<file path="config.mk">
export PLATFORM = sky130hd
export DESIGN_NAME = skid_buffer
export DESIGN_NICKNAME = d
export VERILOG_FILES = /design/src/rtl/skid_buffer_pkg.sv /design/src/rtl/skid_buffer.sv
export SDC_FILE = /design/constraint.sdc
export NUM_CORES = 1
export LEC_CHECK = 0
export CORE_ASPECT_RATIO = 1.25
export CORE_MARGIN = 2
export CORE_UTILIZATION = 55
export CTS_CLUSTER_DIAMETER = 60
export DETAILED_ROUTE_END_ITERATION = 8
export PLACE_DENSITY_LB_ADDON = 0.25
export SLEW_MARGIN = 20
export SYNTH_ARGS = -nofsm -noshare
export SYNTH_HDL_FRONTEND = slang
export SYNTH_SLANG_ARGS = --single-unit
</file>
<file path="constraint.sdc">
create_clock -name clk -period 4.1 [get_ports clk]
set_clock_uncertainty 0.1 [all_clocks]
set_input_delay 1.23 -clock clk [delete_from_list [all_inputs] [get_ports clk]]
set_output_delay 1.23 -clock clk [all_outputs]
set_load 0.05 [all_outputs]
</file>
<file path="src/rtl/skid_buffer_pkg.sv">
// Shared types and reset constants for the two-entry skid buffer.
package skid_buffer_pkg;

  typedef enum logic [1:0] {
    EMPTY = 2'd0,
    BUSY  = 2'd1,
    FULL  = 2'd2
  } skid_state_t;

  localparam skid_state_t RST_STATE     = EMPTY;
  localparam logic        RST_IN_READY  = 1'b1;
  localparam logic        RST_OUT_VALID = 1'b0;

endpackage

</file>
<file path="src/rtl/skid_buffer.sv">
// Two-entry valid/ready slice with a registered in_ready, cutting the backward timing path.
// Optional saturating stall counter enabled by defining SKID_BUFFER_STATS_EN.
module skid_buffer
  import skid_buffer_pkg::*;
#(
  parameter int unsigned DATA_WIDTH = 32
`ifdef SKID_BUFFER_STATS_EN
  ,parameter int unsigned STAT_WIDTH = 16
`endif
) (
  input  logic                  clk,
  input  logic                  rst_n,
  input  logic [DATA_WIDTH-1:0] in_data,
  input  logic                  in_valid,
  output logic                  in_ready,
  output logic [DATA_WIDTH-1:0] out_data,
  output logic                  out_valid,
  input  logic                  out_ready
`ifdef SKID_BUFFER_STATS_EN
  ,output logic [STAT_WIDTH-1:0] stall_cycles
`endif
);

  skid_state_t           state_q, state_d;
  logic [DATA_WIDTH-1:0] main_q, main_d;
  logic [DATA_WIDTH-1:0] skid_q, skid_d;
  logic                  in_ready_q, in_ready_d;
  logic                  out_valid_q, out_valid_d;
  logic                  push, pop;

  // Next-state and storage steering; handshake flags are decoded from the next state.
  always_comb begin
    state_d     = state_q;
    main_d      = main_q;
    skid_d      = skid_q;
    push        = in_valid && in_ready_q;
    pop         = out_valid_q && out_ready;
    case (state_q)
      EMPTY: begin
        if (push) begin
          main_d  = in_data;
          state_d = BUSY;
        end
      end
      BUSY: begin
        if (push && pop) begin
          main_d = in_data;
        end else if (push) begin
          skid_d  = in_data;
          state_d = FULL;
        end else if (pop) begin
          state_d = EMPTY;
        end
      end
      FULL: begin
        if (pop) begin
          main_d  = skid_q;
          state_d = BUSY;
        end
      end
      default: state_d = EMPTY;
    endcase
    in_ready_d  = (state_d != FULL);
    out_valid_d = (state_d != EMPTY);
  end

  always_ff @(posedge clk) begin
    if (!rst_n) begin
      state_q     <= RST_STATE;
      main_q      <= '0;
      skid_q      <= '0;
      in_ready_q  <= RST_IN_READY;
      out_valid_q <= RST_OUT_VALID;
    end else begin
      state_q     <= state_d;
      main_q      <= main_d;
      skid_q      <= skid_d;
      in_ready_q  <= in_ready_d;
      out_valid_q <= out_valid_d;
    end
  end

  assign in_ready  = in_ready_q;
  assign out_valid = out_valid_q;
  assign out_data  = main_q;

`ifdef SKID_BUFFER_STATS_EN
  logic [STAT_WIDTH-1:0] stall_q, stall_d;

  // Counts cycles where data is offered but not taken; sticks at all-ones.
  always_comb begin
    stall_d = stall_q;
    if (out_valid_q && !out_ready && (stall_q != {STAT_WIDTH{1'b1}})) begin
      stall_d = stall_q + STAT_WIDTH'(1);
    end
  end

  always_ff @(posedge clk) begin
    if (!rst_n) begin
      stall_q <= '0;
    end else begin
      stall_q <= stall_d;
    end
  end

  assign stall_cycles = stall_q;
`endif

endmodule

</file>
; After elaboration in Yosys (flattened, before gate mapping)
; Cells that the tools add are included.
[word_totals]
out_inout_bits = 34
register_bits = 68
input_bits = 36
elab_cells = 30
[op_classes]
bitwise_logic = 1
muxes = 10
eq_ne = 6
n_reduce_logical = 8
[ops]
columns = operator, n
row1 = two-way mux 32 bit, 3
row2 = case mux 32 bit (3 select lines), 1
row3 = two-way mux 2 bit, 5
row4 = "!= test 2 bit, second input constant", 4
row5 = case mux 2 bit (3 select lines), 1
row6 = AND reduction 4 bit, 1
row7 = logical AND 1 bit, 3
row8 = AND reduction 3 bit, 1
row9 = nonzero test 3 bit, 1
row10 = "equality test 2 x 1 -> 1 bit, second input constant", 1
row11 = "equality test 2 bit, second input constant", 1
row12 = logical NOT 2 bit, 1
row13 = nonzero test 2 bit, 1
row14 = inverter 1 bit, 1

; Depth between registers and ports, before layout
; Gate-level depths: netlist of the first run.
[logic_depth]
ltp_word = 6
ltp_mapped = 5
depth_no_buf = 3

; Worst setup path before layout of the first run
; OpenSTA, ideal clock, no wires.
[synth_timing]
path_kind = input port to flip-flop
startpoint = input in_valid
endpoint = register main_q[10] (netlist: out_data[10])
setup_slack_ns = 1.871
path_stages = 5
t_arrival_ns = 1.982
n_path_buf = 2
path_cell_list = and3b_1 -> buf_6 -> buf_4 -> a211oi_2 -> a211oi_2
[synth_via]
elab_chain_cells = 4
word_cells_on_any_way = 5
cone_classes = eq/ne: 2 / reduce/logical: 3
[synth_lines]
columns = item, line_no
row1 = "start, declared", skid_buffer.sv:14  ; input logic in_valid,
row2 = logical AND 1 bit (*), skid_buffer.sv:36  ; push = in_valid && in_ready_q;
row3 = logical AND 1 bit, skid_buffer.sv:46  ; if (push && pop) begin
row4 = != test 2 bit (no source line), -
row5 = AND reduction 4 bit (no source line) (*), -
row6 = "end signal, assigned", skid_buffer.sv:76  ; main_q <= main_d;
row7 = "end, declared", skid_buffer.sv:25  ; logic [DATA_WIDTH-1:0] main_q, main_d;
; Every way passes the cells marked *; elsewhere a longest branch is shown, timed or not.
; A chain may end at the register's enable or synchronous reset.

; Worst setup path in the final report of the first run
[layout_timing]
startpoint = register out_valid_q (netlist: out_valid)
endpoint = output out_valid
[layout_lines]
columns = item, line_no
row1 = "start, declared", skid_buffer.sv:28  ; logic out_valid_q, out_valid_d;
row2 = "start signal, assigned", skid_buffer.sv:79  ; out_valid_q <= out_valid_d;
row3 = "end, declared", skid_buffer.sv:17  ; output logic out_valid,
; No word-level cell between the ends.

==> results of run 1 <==
metrics by stage:
| stage | cells | hold WS [ps] | worst slack (ps) | util (%) |
|---|---|---|---|---|
| floorplan | 318 | 353 | 1870 | - |
| global placement | 440 | 360 | 993 | 68.0 |
| detailed placement | 440 | 367 | 936 | 68.0 |
| CTS | 456 | 377 | 1120 | 72.0 |
| global route | 456 | 396 | 1090 | 72.0 |
| finish | 456 | 375 | 1140 | 72.0 |
synth_stat cells:
cell and number:
a21bo_2 1, nand3_1 33, nand2_1 2, and3_1 1, mux2i_1 32, a211oi_2 58
nand2b_1 1, dfxtp_1 68, clkbuf_2 1, and3b_1 1, buf_4 9, and4_1 1
a21oi_1 32, clkbuf_1 10, o22ai_4 1, o21ai_0 34, and4b_1 1, nand3b_1 2
buf_2 8, inv_1 2, a21oi_2 1, buf_8 1, nand4_1 1, a21o_1 1
buf_12 3, a21boi_4 1, buf_6 6, a211oi_1 6
final timing paths:
| check | from | to | cells past startpoint |
|---|---|---|---|
| worst max-delay path | out_valid | out_valid | 1 |
| worst min-delay path | skid_q[12] | skid_q[12] | 2 |
| worst max register to register | state_q[0] | out_data[12] | 4 |
| worst min register to register | skid_q[12] | skid_q[12] | 2 |
layout make-up:
cell class	count	area, um2
Clock inverter	5	83.8
Fill cell	429	1640
Multi-Input combinational cell	210	1730
Sequential cell	68	1360
Tap cell	82	103
Timing Repair Buffer	78	783
Clock buffer	11	151
Inverter	2	7.51
routing by layer:
| layer | track usage (%) | share of wire, % | vias to the layer above | wire [um] |
|---|---|---|---|---|
| met5 | 0 | 0 | - | 0 |
| met4 | 11.8 | 2.9 | 0 | 225 |
| met3 | 4.73 | 4.2 | 21 | 330 |
| met2 | 38.5 | 50 | 82 | 3900 |
| met1 | 30.6 | 43 | 1328 | 3340 |
| li1 | - | - | 1308 | - |
logic make-up after synthesis:
family          share of synthesized area (%)
compound gates                           34.5
flops                                    40.3
simple gates                             6.92
buf+inv                                  8.88
mux                                      9.47
sequential cells by signal, indices dropped and copies added (netlist names):
register	cells
in_ready	1
out_data	32
out_valid	1
skid_q	32
state_q	2
report_power, final:
group          internal, W  switching [W]
Combinational     0.000234       0.000376
Clock             0.000376       0.000259
Sequential        0.000724      0.0000453
placed cells by master, fill, tap and decap left out, drive strengths merged, types with 2 or more instances in the layout:
cell type / count
mux2i: 32
bufinv: 2
a21oi: 33
nand2: 2
clkinvlp: 2
clkbuf: 11
inv: 2
clkdlybuf4s50: 69
dfxtp: 68
a211oi: 64
nand3b: 2
buf: 9
o21ai: 34
nand3: 33
==> results.tsv, run 1 <==
stage	metric	value	unit
logic_synthesis	synth_top_cells_by_area	dfxtp_1, a211oi_2, mux2i_1	
place	detailed_place_hpwl	4620	um
pwr	cellPowerDensity	478	nW/um2
cts	cts-htree-levels	3	
logic_synthesis	yosysTopAreaCell	dfxtp_1	
pwr	power.total	0.00201	W
cts	root_buffer	clkbuf_8	
cts	cts_tree	built	
logic_synthesis	synth_nets	354	
cts	cts_buffers	9	
worst_setup_path	crit_path_max_fanout	5	
logic_synthesis	postSynthCellCount	318	
sta	finalSetupTns	0	ps
worst_setup_path	crit_type	flop to output port	
worst_setup_path	cpMaxStageDelayCell	clkdlybuf4s50_1	
drt	dr_total_vias	2739	
place	port_buffers	69	
floorplan	dieWidth	74.1	um
floorplan	dieArea	6800	um2
drt	vias_per_cell	6.01	
drt	drt_wl_total	7790	um
drt	wl_per_cell	17.1	um
pwr	p_leak	1.58	nW
logic_synthesis	yosys_warnings	0	
logic_synthesis	syn_avg_cell_area	10.6	um2
sta	rsz0062_at_grt	false	
layout	finalInstanceArea	4220	um2
logic_synthesis	ys_types	28	
cts	clk_pin_slew	80	ps
min_path	hold_path.class	flop to flop	
sta	min_period	2960	ps
global_route	grt_pass1_vias	2676	
global_route	grt.overflow.total	0	
drt	drtAntennaViolNets	0	
sta	maxSlewViolCount	0	
worst_setup_path	path_delay_family	buffers and inverters	
pwr	ir_drop	0.300	mV
sta	tightest_slew	871	ps
global_route	antenna_found_initial	0	
worst_setup_path	path_buf_inv	1	
status	outcome	finished clean	
floorplan	num_io_pins	70	
cts	cts_hold_buf	0	
drt	firstDrtPassIters	4	
layout	drive_gt1_share	24.3	%
cts	cts_setup_buffers	0	
layout	antenna_cells	0	
floorplan	initial_core_util	57.7	%
global_route	grt_pass1_wl	12900	um
floorplan	core-area	5860	um2
sta	min_period_over_period	72.2	%
worst_setup_path	ff2ff_setup_slack	2130	ps
drt	drc	0	
cts	post_cts_resized	0	
sta	fmaxAchievable	338	MHz
place	place_area	3980	um2
worst_setup_path	startpoint_type	flop	
place	gp_congestion	0.740	
cts	clock_path_buffers	2	
global_route	grt_usage	24.2	%
logic_synthesis	ys_ff_latch	68	
worst_setup_path	cp_cell_sequence	clkdlybuf4s50_1	
worst_setup_path	critical-path-max-stage-delay	840	ps
floorplan	die_y	91.7	um
global_route	grt_max_degree	67	
sta	setup_viol	0	
logic_synthesis	seq_area_frac_synth	40.3	%
sta	slew_headroom	41.9	%
worst_setup_path	crit_arrival	1630	ps
cts	numClockSinks	68	
layout	nets	405	
layout	syn2layout_area_growth	24.6	%
worst_setup_path	end_kind	output port	
sta	hold_viol_final	0	
worst_setup_path	cp.required	2770	ps
drt	drtIter0Drc	273	
logic_synthesis	synth_top_area_share	40.3	%
floorplan	fp-row-count	31	
cts	insertion_delay	350	ps
flow_run	max_cap_violations	0	
logic_synthesis	synth_area	3380	um2
Note: power is estimated with default switching activity, not from simulation.
==> run 2, diff against run 1 <==
--- a/config.mk
+++ b/config.mk
@@ -7,7 +7,7 @@
 export LEC_CHECK = 0
 export CORE_ASPECT_RATIO = 1.25
 export CORE_MARGIN = 2
-export CORE_UTILIZATION = 55
+export CORE_UTILIZATION = 51
 export CTS_CLUSTER_DIAMETER = 60
 export DETAILED_ROUTE_END_ITERATION = 8
 export PLACE_DENSITY_LB_ADDON = 0.25
==> constraint.sdc (replaced) <==
create_clock -name clk -period 2.8 [get_ports clk]
set_clock_uncertainty 0.1 [all_clocks]
set_input_delay 0.84 -clock clk [delete_from_list [all_inputs] [get_ports clk]]
set_output_delay 0.84 -clock clk [all_outputs]
set_load 0.05 [all_outputs]
==> results.tsv, run 2 (synthesis gave the netlist of run 1 again) <==
stage	metric	value	unit	change
floorplan	dieWidth	76.8	um	+3.6%
sta	rsz0062_at_grt	false		
worst_setup_path	crit_arrival	1630	ps	about the same
worst_setup_path	cp.depth	1		unchanged
global_route	grt_usage	22.9	%	-1.2 points
global_route	grt.overflow.total	0		unchanged
cts	cts-htree-levels	3		unchanged
drt	vias_per_cell	5.83		-2.9%
place	port_buffers	69		unchanged
sta	finalSetupTns	0	ps	unchanged
sta	fmaxAchievable	390	MHz	
drt	drc	0		unchanged
cts	numClockSinks	68		unchanged
layout	nFillCells	550		+28%
worst_setup_path	cp_cell_sequence	clkdlybuf4s50_1		
cts	post_cts_resized	0		unchanged
layout	nets	414		+2.2%
layout	final_common_cell	clkdlybuf4s50_1		
worst_setup_path	path_delay_family	buffers and inverters		
flow_run	max_cap_violations	0		unchanged
status	outcome	finished clean		
drt	drtAntennaViolNets	0		unchanged
layout	final_cell_mix	clkdlybuf4s50_1, dfxtp_1, a211oi_2		
layout	antenna_cells	0		unchanged
worst_setup_path	cpMaxStageDelayCell	clkdlybuf4s50_1		
drt	wl_per_cell	17.4	um	+1.6%
cts	cts_hold_buf	0		unchanged
cts	clk_pin_slew	70	ps	about the same
layout	syn2layout_area_growth	28.9	%	
pwr	p_leak	1.66	nW	+4.7%
global_route	antenna_found_initial	0		unchanged
worst_setup_path	cp.required	1860	ps	-910 ps
floorplan	dieArea	7300	um2	+7.5%
worst_setup_path	crit_path_max_fanout	5		unchanged
drt	dr_total_vias	2742		+0.11%
global_route	grt_pass1_vias	2722		+1.7%
place	gp_congestion	0.746		+0.87%
sta	slew_headroom	64.4	%	+23 points
cts	clock_path_buffers	2		unchanged
worst_setup_path	critical-path-max-stage-delay	850	ps	about the same
global_route	grt_pass1_wl	13400	um	+3.6%
floorplan	num_io_pins	70		unchanged
sta	maxSlewViolCount	0		unchanged
sta	tightest_slew	532	ps	-339 ps
layout	drive_gt1_share	25.6	%	+1.3 points
drt	drt_wl_total	8160	um	+4.7%
worst_setup_path	crit_type	flop to output port		
cts	cts_buffers	9		unchanged
sta	min_period_over_period	91.7	%	
sta	setup_viol	0		unchanged
worst_setup_path	startpoint_type	flop		
cts	insertion_delay	340	ps	about the same
place	detailed_place_hpwl	5150	um	+11%
floorplan	fp-row-count	33		+6.5%
global_route	grt_max_degree	33		-51%
floorplan	die_y	95.0	um	+3.7%
min_path	hold_path.class	flop to flop		
floorplan	initial_core_util	52.2	%	-5.6 points
cts	root_buffer	clkbuf_8		
drt	drtIter0Drc	229		-16%
pwr	cellPowerDensity	694	nW/um2	+45%
floorplan	core-area	6480	um2	+11%
worst_setup_path	end_kind	output port		
worst_setup_path	r2r_cells	5		+1
sta	whs	377	ps	+1.86 ps
min_path	min_path_cells	2		unchanged
drt	firstDrtPassIters	4		unchanged
cts	cts_tree	built		
sta	min_period	2570	ps	
sta	hold_viol_final	0		unchanged
cts	cts_setup_buffers	0		unchanged
worst_setup_path	path_buf_inv	1		unchanged
pwr	ir_drop	0.421	mV	+40%
-- run 2: changes by cell type in the layout (fill, tap and decap cells not counted) --
cell,before,now
buf_12,2,8
buf_4,7,10
bufinv_16,2,3
clkbuf_1,0,2
clkbuf_8,11,9
clkinv_2,0,2
clkinv_4,1,0
clkinvlp_4,2,0
-- run 2: cell type report --
type                       count  area (um2)  area share [%]
clock buffer                  11         131            3.01
clock inverter                 5         100            2.30
inverter                       2        7.51           0.172
multi-input combinational    210        1730            39.6
sequential                    68        1360            31.2
tap                           87         109            2.50
timing repair buffer          87         926            21.2
-- run 2: where the power goes --
group          total [W]  switching (W)  internal (W)
combinational   0.000946       0.000565      0.000381
clock           0.000955       0.000366      0.000589
sequential       0.00113      0.0000656       0.00106
-- run 2: worst paths after layout --
check / from / to / slack (ps)
worst max register to register: state_q[0] / out_data[0] / 1150
worst min register to register: skid_q[6] / skid_q[6] / 380
worst max-delay path: out_valid / out_valid / 230
worst min-delay path: skid_q[6] / skid_q[6] / 380
-- run 2: stage by stage --
step | instances | instance area (um2) | total power (W) | utilization [%] | worst slack, ps
floorplan | 318 | 3380 | 0.00181 | - | 961
detailed placement | 454 | 4130 | 0.00209 | 63.7 | 289
global route | 470 | 4360 | 0.00314 | 67.3 | 184
finish | 470 | 4360 | 0.00303 | 67.3 | 234
global placement | 454 | 4130 | 0.00208 | 63.7 | 318
CTS | 470 | 4360 | 0.00304 | 67.3 | 217
-- run 2: metal layers --
metal | GRT usage [%] | wire length [um]
met1 | 28.4 | 3530
met2 | 39.4 | 4190
met3 | 5.49 | 329
met4 | 7.42 | 111
met5 | 0 | 0
==> run 3, diff against run 2 <==
--- a/config.mk
+++ b/config.mk
@@ -5,7 +5,7 @@
 export SDC_FILE = /design/constraint.sdc
 export NUM_CORES = 1
 export LEC_CHECK = 0
-export CORE_ASPECT_RATIO = 1.25
+export CORE_ASPECT_RATIO = 0.9
 export CORE_MARGIN = 2
 export CORE_UTILIZATION = 51
 export CTS_CLUSTER_DIAMETER = 60
==> results.tsv, run 3 (synthesis gave the netlist of run 1 again) <==
stage	metric	value	unit	change
cts	cts_tree	built		
cts	post_cts_resized	0		unchanged
worst_setup_path	cp.required	1860	ps	about the same
layout	drive_gt1_share	25.3	%	-0.26 points
min_path	min_path_cells	2		unchanged
floorplan	die_y	81.3	um	-15%
global_route	grt_pass1_vias	2709		-0.48%
drt	drt_wl_total	8050	um	-1.4%
layout	final_cell_mix	clkdlybuf4s50_1, dfxtp_1, a211oi_2		
cts	cts-htree-levels	3		unchanged
pwr	ir_drop	0.447	mV	+6.3%
worst_setup_path	path_delay_family	buffers and inverters		
drt	drc	0		unchanged
worst_setup_path	startpoint_type	flop		
sta	hold_viol_final	0		unchanged
sta	min_period	2560	ps	-7.77 ps
drt	dr_total_vias	2723		-0.69%
sta	fmaxAchievable	391	MHz	+0.30%
floorplan	dieWidth	89.8	um	+17%
min_path	hold_path.class	flop to flop		
worst_setup_path	crit_type	flop to output port		
pwr	cellPowerDensity	681	nW/um2	-2.0%
cts	root_buffer	clkbuf_8		
floorplan	num_io_pins	70		unchanged
global_route	grt_usage	22.5	%	-0.44 points
place	place_ws	323	ps	+33.6 ps
sta	layout_setup_ws	241	ps	+7.77 ps
sta	slew_headroom	65.7	%	+1.3 points
layout	final_common_cell	clkdlybuf4s50_1		
drt	drtIter0Drc	169		-26%
drt	firstDrtPassIters	4		unchanged
drt	wl_per_cell	17.2	um	-1.2%
status	outcome	finished clean		
place	detailed_place_hpwl	4880	um	-5.3%
worst_setup_path	r2r_cells	4		-1
sta	setup_viol	0		unchanged
sta	tightest_slew	513	ps	-19.4 ps
floorplan	initial_core_util	52.2	%	about the same
layout	nets	410		-0.97%
sta	min_period_over_period	91.4	%	-0.28 points
cts	cts_buffers	9		unchanged
cts	insertion_delay	340	ps	about the same
floorplan	core-area	6480	um2	about the same
global_route	grt_max_degree	46		+39%
place	gp_congestion	0.775		+3.9%
worst_setup_path	cpMaxStageDelayCell	clkdlybuf4s50_1		
drt	vias_per_cell	5.81		-0.48%
cts	clock_path_buffers	2		unchanged
global_route	grt_pass1_wl	13100	um	-1.6%
worst_setup_path	crit_path_max_fanout	5		unchanged
cts	cts_setup_buffers	0		unchanged
worst_setup_path	critical-path-max-stage-delay	840	ps	about the same
floorplan	dieArea	7300	um2	about the same
sta	finalSetupTns	0	ps	unchanged
flow_run	max_cap_violations	0		unchanged
pwr	p_leak	1.63	nW	-1.7%
layout	antenna_cells	0		unchanged
sta	maxSlewViolCount	0		unchanged
sta	rsz0062_at_grt	false		
worst_setup_path	path_buf_inv	1		unchanged
worst_setup_path	crit_arrival	1620	ps	about the same
worst_setup_path	cp.depth	1		unchanged
cts	cts_hold_buf	0		unchanged
layout	syn2layout_area_growth	27.3	%	
global_route	antenna_found_initial	0		unchanged
global_route	grt.overflow.total	0		unchanged
floorplan	fp-row-count	28		-15%
worst_setup_path	cp_cell_sequence	clkdlybuf4s50_1		
drt	drtAntennaViolNets	0		unchanged
cts	numClockSinks	68		unchanged
worst_setup_path	end_kind	output port		
cts	clk_pin_slew	70	ps	about the same
place	port_buffers	69		unchanged
[run 3: layout make-up]
class / count / area (um2)
clock buffer: 9 / 124
sequential: 68 / 1360
tap: 90 / 113
inverter: 2 / 7.51
timing repair buffer: 83 / 883
clock inverter: 7 / 91.3
fill: 516 / 2180
multi-input combinational: 210 / 1730
[run 3: routing by layer]
metal	share of wire, %	vias to the layer above	GRT usage [%]	wire, um
met4	1.2	0	7.08	95
met5	0	-	0	0
met1	48	1322	28.7	3840
met3	5.0	11	6.68	405
li1	-	1313	-	-
met2	46	77	37.3	3700
[run 3: metrics by stage]
stage                     instances  util (%)  total power (W)  cell area [um2]  hold slack (ps)
after floorplan                 318         -          0.00181             3380              353
after global placement          453      63.1          0.00206             4090              359
after detailed placement        453      63.1          0.00207             4090              366
after CTS                       469      66.4          0.00295             4310              377
after global routing            469      66.4          0.00305             4310              402
final                           469      66.4          0.00293             4310              376
[run 3: path summary, 6_finish.rpt]
path	end	from	slack, ps
min	skid_q[26]	skid_q[26]	380
min reg2reg	skid_q[26]	skid_q[26]	380
max	out_valid	out_valid	240
max reg2reg	out_data[14]	state_q[0]	1050
[run 3: power by group]
| part | total, W | internal [W] | switching [W] |
|---|---|---|---|
| registers | 0.00113 | 0.00106 | 0.0000656 |
| logic | 0.000925 | 0.000366 | 0.000559 |
| clock network | 0.000881 | 0.000498 | 0.000383 |
